`src/rtl/spi_loopback_pair.sv`:
```
// spi_loopback_pair: SPI burst master wired to a 4-byte register-file SPI slave on one clock.
module spi_loopback_slave (
   input  logic clk,
   input  logic reset,
   input  logic cpol,
   input  logic cpha,
   input  logic sclk,
   input  logic mosi,
   input  logic ss,
   output logic miso
);
   logic [2:0] sclk_q, sclk_d, bcnt_q, bcnt_d;
   logic [1:0] mosi_q, mosi_d, ss_q, ss_d, addr_q, addr_d, a;
   logic [6:0] rsh_q, rsh_d, tsh_q, tsh_d;
   logic [7:0] byte_in;
   logic [7:0] regs_q [4];
   logic [7:0] regs_d [4];
   logic       cmd_q, cmd_d, wr_q, wr_d, miso_q, miso_d, lead, smp, shf, wr_now;

   always_comb begin
      sclk_d  = {sclk_q[1:0], sclk};
      mosi_d  = {mosi_q[0], mosi};
      ss_d    = {ss_q[0], ss};
      lead    = sclk_q[1] != cpol;
      smp     = (sclk_q[1] ^ sclk_q[2]) & (lead ^ cpha);
      shf     = (sclk_q[1] ^ sclk_q[2]) & ~(lead ^ cpha);
      byte_in = {rsh_q, mosi_q[1]};
      wr_now  = cmd_q ? wr_q : byte_in[7];
      a       = cmd_q ? addr_q : byte_in[1:0];
      bcnt_d  = bcnt_q;
      rsh_d   = rsh_q;
      tsh_d   = tsh_q;
      cmd_d   = cmd_q;
      wr_d    = wr_q;
      miso_d  = miso_q;
      addr_d  = addr_q;
      regs_d  = regs_q;
      if (ss_q[1]) begin
         bcnt_d = '0;
         cmd_d  = 1'b0;
         tsh_d  = '0;
         miso_d = 1'b0;
      end else if (shf && bcnt_q != 3'd0) begin
         miso_d = tsh_q[6];
         tsh_d  = {tsh_q[5:0], 1'b0};
      end else if (smp) begin
         rsh_d  = byte_in[6:0];
         bcnt_d = bcnt_q + 3'd1;
         // byte boundary: the next read byte is staged here so its MSB leads the next byte
         if (bcnt_q == 3'd7) begin
            cmd_d  = 1'b1;
            wr_d   = wr_now;
            if (cmd_q && wr_q)
               regs_d[addr_q] = byte_in;
            tsh_d  = wr_now ? 7'h00 : regs_q[a][6:0];
            miso_d = ~wr_now & regs_q[a][7];
            addr_d = a + {1'b0, cmd_q | ~wr_now};
         end
      end
   end

   always_ff @(posedge clk or negedge reset) begin
      if (!reset) begin
         sclk_q <= '0;
         mosi_q <= '0;
         ss_q   <= '1;
         bcnt_q <= '0;
         rsh_q  <= '0;
         tsh_q  <= '0;
         cmd_q  <= 1'b0;
         wr_q   <= 1'b0;
         miso_q <= 1'b0;
         addr_q <= '0;
         regs_q <= '{default: 8'h00};
      end else begin
         sclk_q <= sclk_d;
         mosi_q <= mosi_d;
         ss_q   <= ss_d;
         bcnt_q <= bcnt_d;
         rsh_q  <= rsh_d;
         tsh_q  <= tsh_d;
         cmd_q  <= cmd_d;
         wr_q   <= wr_d;
         miso_q <= miso_d;
         addr_q <= addr_d;
         regs_q <= regs_d;
      end
   end

   assign miso = miso_q & ~ss;
endmodule

module spi_loopback_pair #(
   parameter int SCLK_HALF = 4
) (
   input  logic       clk,
   input  logic       reset,
   input  logic       cpol,
   input  logic       cpha,
   input  logic       start,
   input  logic [7:0] tx_data,
   input  logic [2:0] write_count,
   input  logic [2:0] read_count,
   output logic [7:0] rx_data,
   output logic       done,
   output logic       ready,
   output logic       SCLK,
   output logic       MOSI,
   output logic       SS,
   output logic       MISO
);
   typedef enum logic [2:0] {IDLE, SETUP, XFER, GAP, STOP} state_t;
   state_t     state_q, state_d;
   logic [7:0] cnt_q, cnt_d, rx_q, rx_d, rx_data_q, rx_data_d;
   logic [6:0] sh_q, sh_d;
   logic [3:0] e_q, e_d;
   logic [2:0] rem_q, rem_d;
   logic       cpol_q, cpol_d, cpha_q, cpha_d, done_q, done_d, ready_q, ready_d;
   logic       sclk_q, sclk_d, mosi_q, mosi_d, ss_q, ss_d, half_end;

   always_comb begin
      half_end  = cnt_q == 8'(SCLK_HALF - 1);
      state_d   = state_q;
      cnt_d     = cnt_q + 8'd1;
      rx_d      = rx_q;
      rx_data_d = rx_data_q;
      sh_d      = sh_q;
      e_d       = e_q;
      rem_d     = rem_q;
      cpol_d    = cpol_q;
      cpha_d    = cpha_q;
      done_d    = 1'b0;
      sclk_d    = sclk_q;
      mosi_d    = mosi_q;
      ss_d      = ss_q;
      case (state_q)
         IDLE: begin
            cnt_d  = '0;
            sclk_d = cpol;
            ss_d   = 1'b1;
            mosi_d = 1'b0;
            if (start) begin
               cpol_d  = cpol;
               cpha_d  = cpha;
               rem_d   = tx_data[7] ? write_count : read_count;
               sh_d    = tx_data[6:0];
               mosi_d  = tx_data[7];
               ss_d    = 1'b0;
               state_d = SETUP;
            end
         end
         SETUP: if (half_end) begin
            cnt_d   = '0;
            e_d     = '0;
            state_d = XFER;
         end
         XFER: if (half_end) begin
            cnt_d  = '0;
            sclk_d = ~sclk_q;
            e_d    = e_q + 4'd1;
            // the bit already on MOSI at byte start is never shifted away
            if (e_q[0] == cpha_q)
               rx_d = {rx_q[6:0], MISO};
            else if (e_q != (cpha_q ? 4'd0 : 4'd15)) begin
               mosi_d = sh_q[6];
               sh_d   = {sh_q[5:0], 1'b0};
            end
            if (e_q == 4'd15)
               state_d = GAP;
         end
         GAP: if (cnt_q == 8'd0) begin
            done_d    = 1'b1;
            rx_data_d = rx_q;
         end else begin
            cnt_d = '0;
            if (rem_q != 3'd0) begin
               rem_d   = rem_q - 3'd1;
               sh_d    = tx_data[6:0];
               mosi_d  = tx_data[7];
               e_d     = '0;
               state_d = XFER;
            end else
               state_d = STOP;
         end
         STOP: if (half_end) begin
            cnt_d   = '0;
            ss_d    = 1'b1;
            mosi_d  = 1'b0;
            sclk_d  = cpol;
            state_d = IDLE;
         end
         default: state_d = IDLE;
      endcase
      ready_d = state_d == IDLE;
   end

   always_ff @(posedge clk or negedge reset) begin
      if (!reset) begin
         state_q   <= IDLE;
         cnt_q     <= '0;
         rx_q      <= '0;
         rx_data_q <= '0;
         sh_q      <= '0;
         e_q       <= '0;
         rem_q     <= '0;
         cpol_q    <= 1'b0;
         cpha_q    <= 1'b0;
         done_q    <= 1'b0;
         ready_q   <= 1'b1;
         sclk_q    <= 1'b0;
         mosi_q    <= 1'b0;
         ss_q      <= 1'b1;
      end else begin
         state_q   <= state_d;
         cnt_q     <= cnt_d;
         rx_q      <= rx_d;
         rx_data_q <= rx_data_d;
         sh_q      <= sh_d;
         e_q       <= e_d;
         rem_q     <= rem_d;
         cpol_q    <= cpol_d;
         cpha_q    <= cpha_d;
         done_q    <= done_d;
         ready_q   <= ready_d;
         sclk_q    <= sclk_d;
         mosi_q    <= mosi_d;
         ss_q      <= ss_d;
      end
   end

   spi_loopback_slave u_slave (
      .clk   (clk),
      .reset (reset),
      .cpol  (cpol_q),
      .cpha  (cpha_q),
      .sclk  (sclk_q),
      .mosi  (mosi_q),
      .ss    (ss_q),
      .miso  (MISO)
   );

   assign rx_data = rx_data_q;
   assign done    = done_q;
   assign ready   = ready_q;
   assign SCLK    = sclk_q;
   assign MOSI    = mosi_q;
   assign SS      = ss_q;
endmodule

```
`config.mk`:
```
export PLATFORM = sky130hd
export DESIGN_NAME = spi_loopback_pair
export DESIGN_NICKNAME = d
export VERILOG_FILES = /design/src/rtl/spi_loopback_pair.sv
export SDC_FILE = /design/constraint.sdc
export NUM_CORES = 1
export LEC_CHECK = 0
export ABC_CLOCK_PERIOD_IN_PS = 4700
export BUFFER_PORTS_ARGS = -buffer_cell sky130_fd_sc_hd__buf_2
export CORE_UTILIZATION = 37
export DETAILED_ROUTE_END_ITERATION = 10
export PLACE_DENSITY = 0.5
export SKIP_CTS_REPAIR_TIMING = 1
export SYNTH_ARGS = -nofsm -noshare
export SYNTH_HDL_FRONTEND = slang
export SYNTH_SLANG_ARGS = --single-unit
```
`constraint.sdc`:
```
create_clock -name clk -period 4.7 [get_ports clk]
set_input_delay 0.705 -clock clk [delete_from_list [all_inputs] [get_ports clk]]
set_output_delay 0.705 -clock clk [all_outputs]
set_load 0.01 [all_outputs]
```
Yosys cells after proc, flatten, opt, wreduce, memory -nomap -nowiden
Index checks and enable logic that the tools add are counted.

Bits in registers: 109. Input port bits: 19. Output and inout bits: 14. Logic and storage cells: 173.

$add $sub $neg: 5. Order comparisons: 3. Equality and inequality tests: 19. Muxes and demuxes: 69. Bitwise logic cells: 15. Reductions and logical operators: 34.

Operator list (number): $mux W7 (11); $mux W3 (14); $mux W8 (5); $bwmux W32 (1); $pmux W8 S3 (1); $mux W1 (22); $pmux W7 S3 (1); $reduce_bool A3 Y1 (7); $mux W4 (5); $bmux W8 S2 (1); $demux W8 S2 (1); $ne A2 B2 Y1 const B (8); $pmux W3 S5 (1); $reduce_and A7 Y1 (2); $pmux W4 S3 (1); $reduce_and A3 Y1 (4); $reduce_and A2 Y1 (5); $reduce_and A5 Y1 (2); $add A8 B1 Y8 const B (1); $eq A8 B2 Y1 const B (1); $logic_not A8 Y1 (1); $reduce_and A4 Y1 (2); $reduce_bool A2 Y1 (4); $eq A3 B2 Y1 const B (2); 27 further kinds (42).

Longest topological paths before layout
Word-level depth: 10. Gate-level depth with buffers: 8. Depth with buffers taken out: 7.

By module
Synthesis repeated with hierarchy kept, for this count alone.

Cells, all modules: 416. Area total of the unflattened synthesis: 5195.0 um^2.

By module, submodules not included: spi_loopback_slave (instances 1, cells each 185, area each 2726.4 um^2, seq. area each 1529.0 um^2); spi_loopback_pair (instances 1, cells each 231, area each 2468.6 um^2, seq. area each 1203.7 um^2).

Least setup slack after synthesis
Ideal clock, no wire load.

Path kind: reg2reg. From: reg u_slave.cmd_q. To: reg u_slave.tsh_q[1]. Setup time: 126 ps. Arrival time: 2132 ps. Data required time: 4574 ps. Slack: 2442 ps. Cell stages (with the launch flop): 6. Buffers on the path: 1. Period minus slack after synthesis: 2258 ps. Cell sequence: dfrtp_1 -> clkbuf_1 -> mux2i_2 -> mux4_2 -> and2_1 -> a221o_1.

Word-level cells in the longest chain between the ends: 10. Elaborated cells between the ends (all ways): 11. Classes of those cells: mux (10); bitwise (1).

RTL lines: start: declaration (line 18) `logic cmd_q, cmd_d, wr_q, wr_d, miso_q, miso_d, lead, smp, shf, wr_now;`; start signal: assignment (line 82) `cmd_q <= cmd_d;`; $mux W2 (line 29) `a = cmd_q ? addr_q : byte_in[1:0];`; $not A2 Y3 (implied by the code) (line 55) `tsh_d = wr_now ? 7'h00 : regs_q[a][6:0];`; $bmux W8 S2 (line 55); $mux W8 (2 in a row); $mux W7 * (line 55); $mux W7 * (line 50) `if (bcnt_q == 3'd7) begin`; $mux W7 * (line 46) `end else if (smp) begin`; $mux W7 * (line 43) `end else if (shf && bcnt_q != 3'd0) begin`; $mux W7 * (line 38) `if (ss_q[1]) begin`; end signal: assignment (line 81) `tsh_q <= tsh_d;`; end: declaration (line 14) `logic [6:0] rsh_q, rsh_d, tsh_q, tsh_d;`.

Mark *: on every way between the ends. The rest lies on a longest branch, timed or not. The select of a mux whose other input is x is not followed. A chain may end at the register's enable or synchronous reset.

Final worst setup path
From: reg state_q[1]. To: reg sh_q[5].

Word-level cells in the longest chain between the ends: 3. Elaborated cells between the ends (all ways): 12. Classes of those cells: eq/ne (8); mux (1); reduce/logical (3).

RTL lines: start: declaration (line 113) `state_t state_q, state_d;`; start signal: assignment (line 214) `state_q <= state_d;`; $eq A3 B2 Y1 or $logic_not A3 Y1 (tied branches) (line 136) `case (state_q)`; $ne A2 B2 Y1 (no line) or $reduce_bool A3 Y1 (tied branches); $reduce_and A7 Y1 (no line); end signal: assignment (line 203) `sh_q <= '0;`; end signal: assignment (line 218) `sh_q <= sh_d;`; end: declaration (line 115) `logic [6:0] sh_q, sh_d;`.

Several ways; a longest one is shown, not always the timed one.

==> out/results.ini <==
[min_path]
worstHoldPathType=reg2reg

[timing]
setup_violations=0
period_needed_ns=2.65
min_period_over_period_pct=56.3
slew_headroom_pct=22.5
maxSlewViolCount=0
max_freq_mhz=378
fin_skew_ns=0.00892
setup_slack_ns=2.05
hold_viol=0
setup_tns_ns=0
rsz0062_at_grt=no
max_slew.worst_pin.slew_ns=1.13

[global_route]
grt-ovfl-total=0
grt_pass1_wl_mm=17.2
grt_start_max_net_pins=74
track_usage_pct=15.6
first_global_vias=3219
antenna_found_initial=0

[logic_synthesis]
synth_seq_cells=109
synth.cell_area_mm2=0.00516
synth_edf_count=0
synth.avg_cell_area_um2=12.7
synth_top_cell_area_share_pct=50.9
ys.flop_type=dfrtp_1
ys_seq_area_share_pct=53.0
async_flop_share_pct=100
yosysTopAreaCell=dfrtp_1
synthCells=407
synth_cell_type_count=53
yosys-top-cells-area=dfrtp_1 (51%), mux2_2 (9.8%), mux2_4 (6.7%), mux4_2 (3.5%), nand2_1 (2.9%)
synthTopCellsByCount=dfrtp_1 (105), mux2_2 (45), nand2_1 (40)
yosys_warnings=0
postSynthNetCount=435
yosysMostFrequentCell=dfrtp_1

[route]
vias=3226
routedWlPerCell_um=16.2
ant_nets=0
drc=0
drt_iter0_markers=222
drt-total-wl_mm=10.0
avgViaCountPerCell=5.19
drtPass1Iterations=5

[power]
finalPower_mw=1.79
ir_drop_mv=0.195
p_per_area_mw_per_mm2=310
leakage_nw=2.85

[floorplan]
start_util_pct=38.5
core_mm2=0.0134
die_area_mm2=0.0144
rows=42
die_h_um=120
io_pins=33
die_w_um=120

[layout]
fin_util_pct=43.1
syn_to_final_growth_pct=12.0
nNetsFinal=468
final_cell_area_mm2=0.00578
drive_gt1_share_pct=31.2
n_antenna_cell=0

[placed_design]
globalplace.congestion=0.770
post-place-ws_ns=2.07
dpl.hpwl_mm=6.72
dpl-instance-area_mm2=0.00548
io_buffer_count=32

[clock_tree]
cts.clk_slew.worst_paths_ns=0.07
cts_buffers=9
clkLatencyLatePin_ns=0.35
cts-root-buf=clkbuf_16
clk_path_buf_depth=2
h-tree-depth=3
cts_tree=done
clkSinkCount=109

[setup_path]
crit_family=simple AND/OR/NAND/NOR gates
start_kind=flop
crit_fanout=14
path_cells=nor2b_1 -> nand2_1 -> o22ai_4 -> or3_1 -> mux2_4
path_class=reg2reg
end_kind=flop
max_stage_delay_ns=0.60
cp.buffers_inverters=0
worst-endpoint-required_ns=4.93
cp.arrival_ns=2.88
cp_slowest_cell=dfrtp_1

[status]
status=complete, no violations

[flow_run]
drv_cap=0

-- worst paths after layout --
kind,startpoint,end,slack (ns),depth (start not counted)
min,u_slave.mosi_q[0]$_DFF_PN0_,u_slave.mosi_q[1]$_DFF_PN0_,0.35,0
min reg2reg,u_slave.mosi_q[0]$_DFF_PN0_,u_slave.mosi_q[1]$_DFF_PN0_,0.35,0
max in group asynchronous,reset,u_slave.ss_q[0]$_DFF_PN1_,3.14,2
max reg2reg,state_q[1]$_DFF_PN0_,sh_q[5]$_DFFE_PN0P_,2.05,5
min in group asynchronous,reset,u_slave.regs_q[5]$_DFFE_PN0P_,0.47,1
max,state_q[1]$_DFF_PN0_,sh_q[5]$_DFFE_PN0P_,2.05,5
-- where the power goes --
part | internal (mW) | switching [mW] | leakage (nW)
Combinational | 0.0331 | 0.0401 | 1.24
Clock | 0.405 | 0.342 | 0.145
Sequential | 0.955 | 0.0181 | 1.47
Total | 1.39 | 0.400 | 2.85
-- sequential cells by signal, summed over array words and instances (netlist names), 2 cells and up --
name	flops
u_slave.tsh_q	7
u_slave.addr_q	2
u_slave.rsh_q	7
u_slave.regs_q	32
sh_q	7
u_slave.ss_q	2
u_slave.mosi_q	2
state_q	3
rem_q	3
cnt_q	8
u_slave.bcnt_q	3
rx_data	8
u_slave.sclk_q	3
e_q	4
rx_q	8
-- stage by stage --
| step | hold WS (ns) | std cells |
|---|---|---|
| global placement | 0.333 | 604 |
| CTS | 0.350 | 621 |
| finish | 0.348 | 621 |
| detailed placement | 0.336 | 605 |
| floorplan | 0.331 | 407 |
| global route | 0.349 | 621 |
-- layout by cell type, fill, tap and decap left out, types with 2 or more instances in the layout --
cell type	Yosys	routed
nand4_1	3	3
o21ai_0	9	9
buf_4	0	3
nand2_1	40	40
nor2b_1	7	7
mux2i_1	7	7
mux2_4	23	23
mux2_2	45	45
nand2b_1	3	3
nor2_1	23	23
nor4b_1	2	2
nor3_1	7	7
clkbuf_8	0	3
o22ai_1	3	3
a21oi_1	12	12
dfstp_2	4	4
xor2_1	6	6
a22o_1	3	3
a31oi_1	2	2
mux4_2	8	8
buf_2	0	32
and2_1	7	7
dfrtp_1	105	105
clkbuf_16	0	9
inv_1	17	17
a221o_1	7	7
o22a_1	2	2
nand3_1	9	9
ha_1	9	9
and3_1	6	6
or4_1	2	2
-- cell families after synthesis --
logic type,synth area share [%]
XOR/XNOR,1.50
AO/OA/AOI/OAI,7.23
buffers and inverters,2.76
adder cells (fa/ha/maj),2.18
flip-flops,53.0
AND/OR/NAND/NOR,11.7
multiplexers,21.6
-- final cells by class --
cell class | count | area, um2
clock buffers | 12 | 267
clock inverters | 4 | 30.0
fillers | 1285 | 7620
inverters | 17 | 63.8
multi-input cells | 268 | 2280
flip-flops and latches | 109 | 2730
well taps | 176 | 220
repair buffers | 35 | 183
-- per-layer routing --
layer	vias up	wire, um	GRT usage, %
met5	-	0	0
met4	0	120	4.69
met3	10	314	4.23
met2	40	4850	24.4
met1	1652	4740	21.0
li1	1524	-	-
No activity file was read; power rests on OpenSTA's default activity.
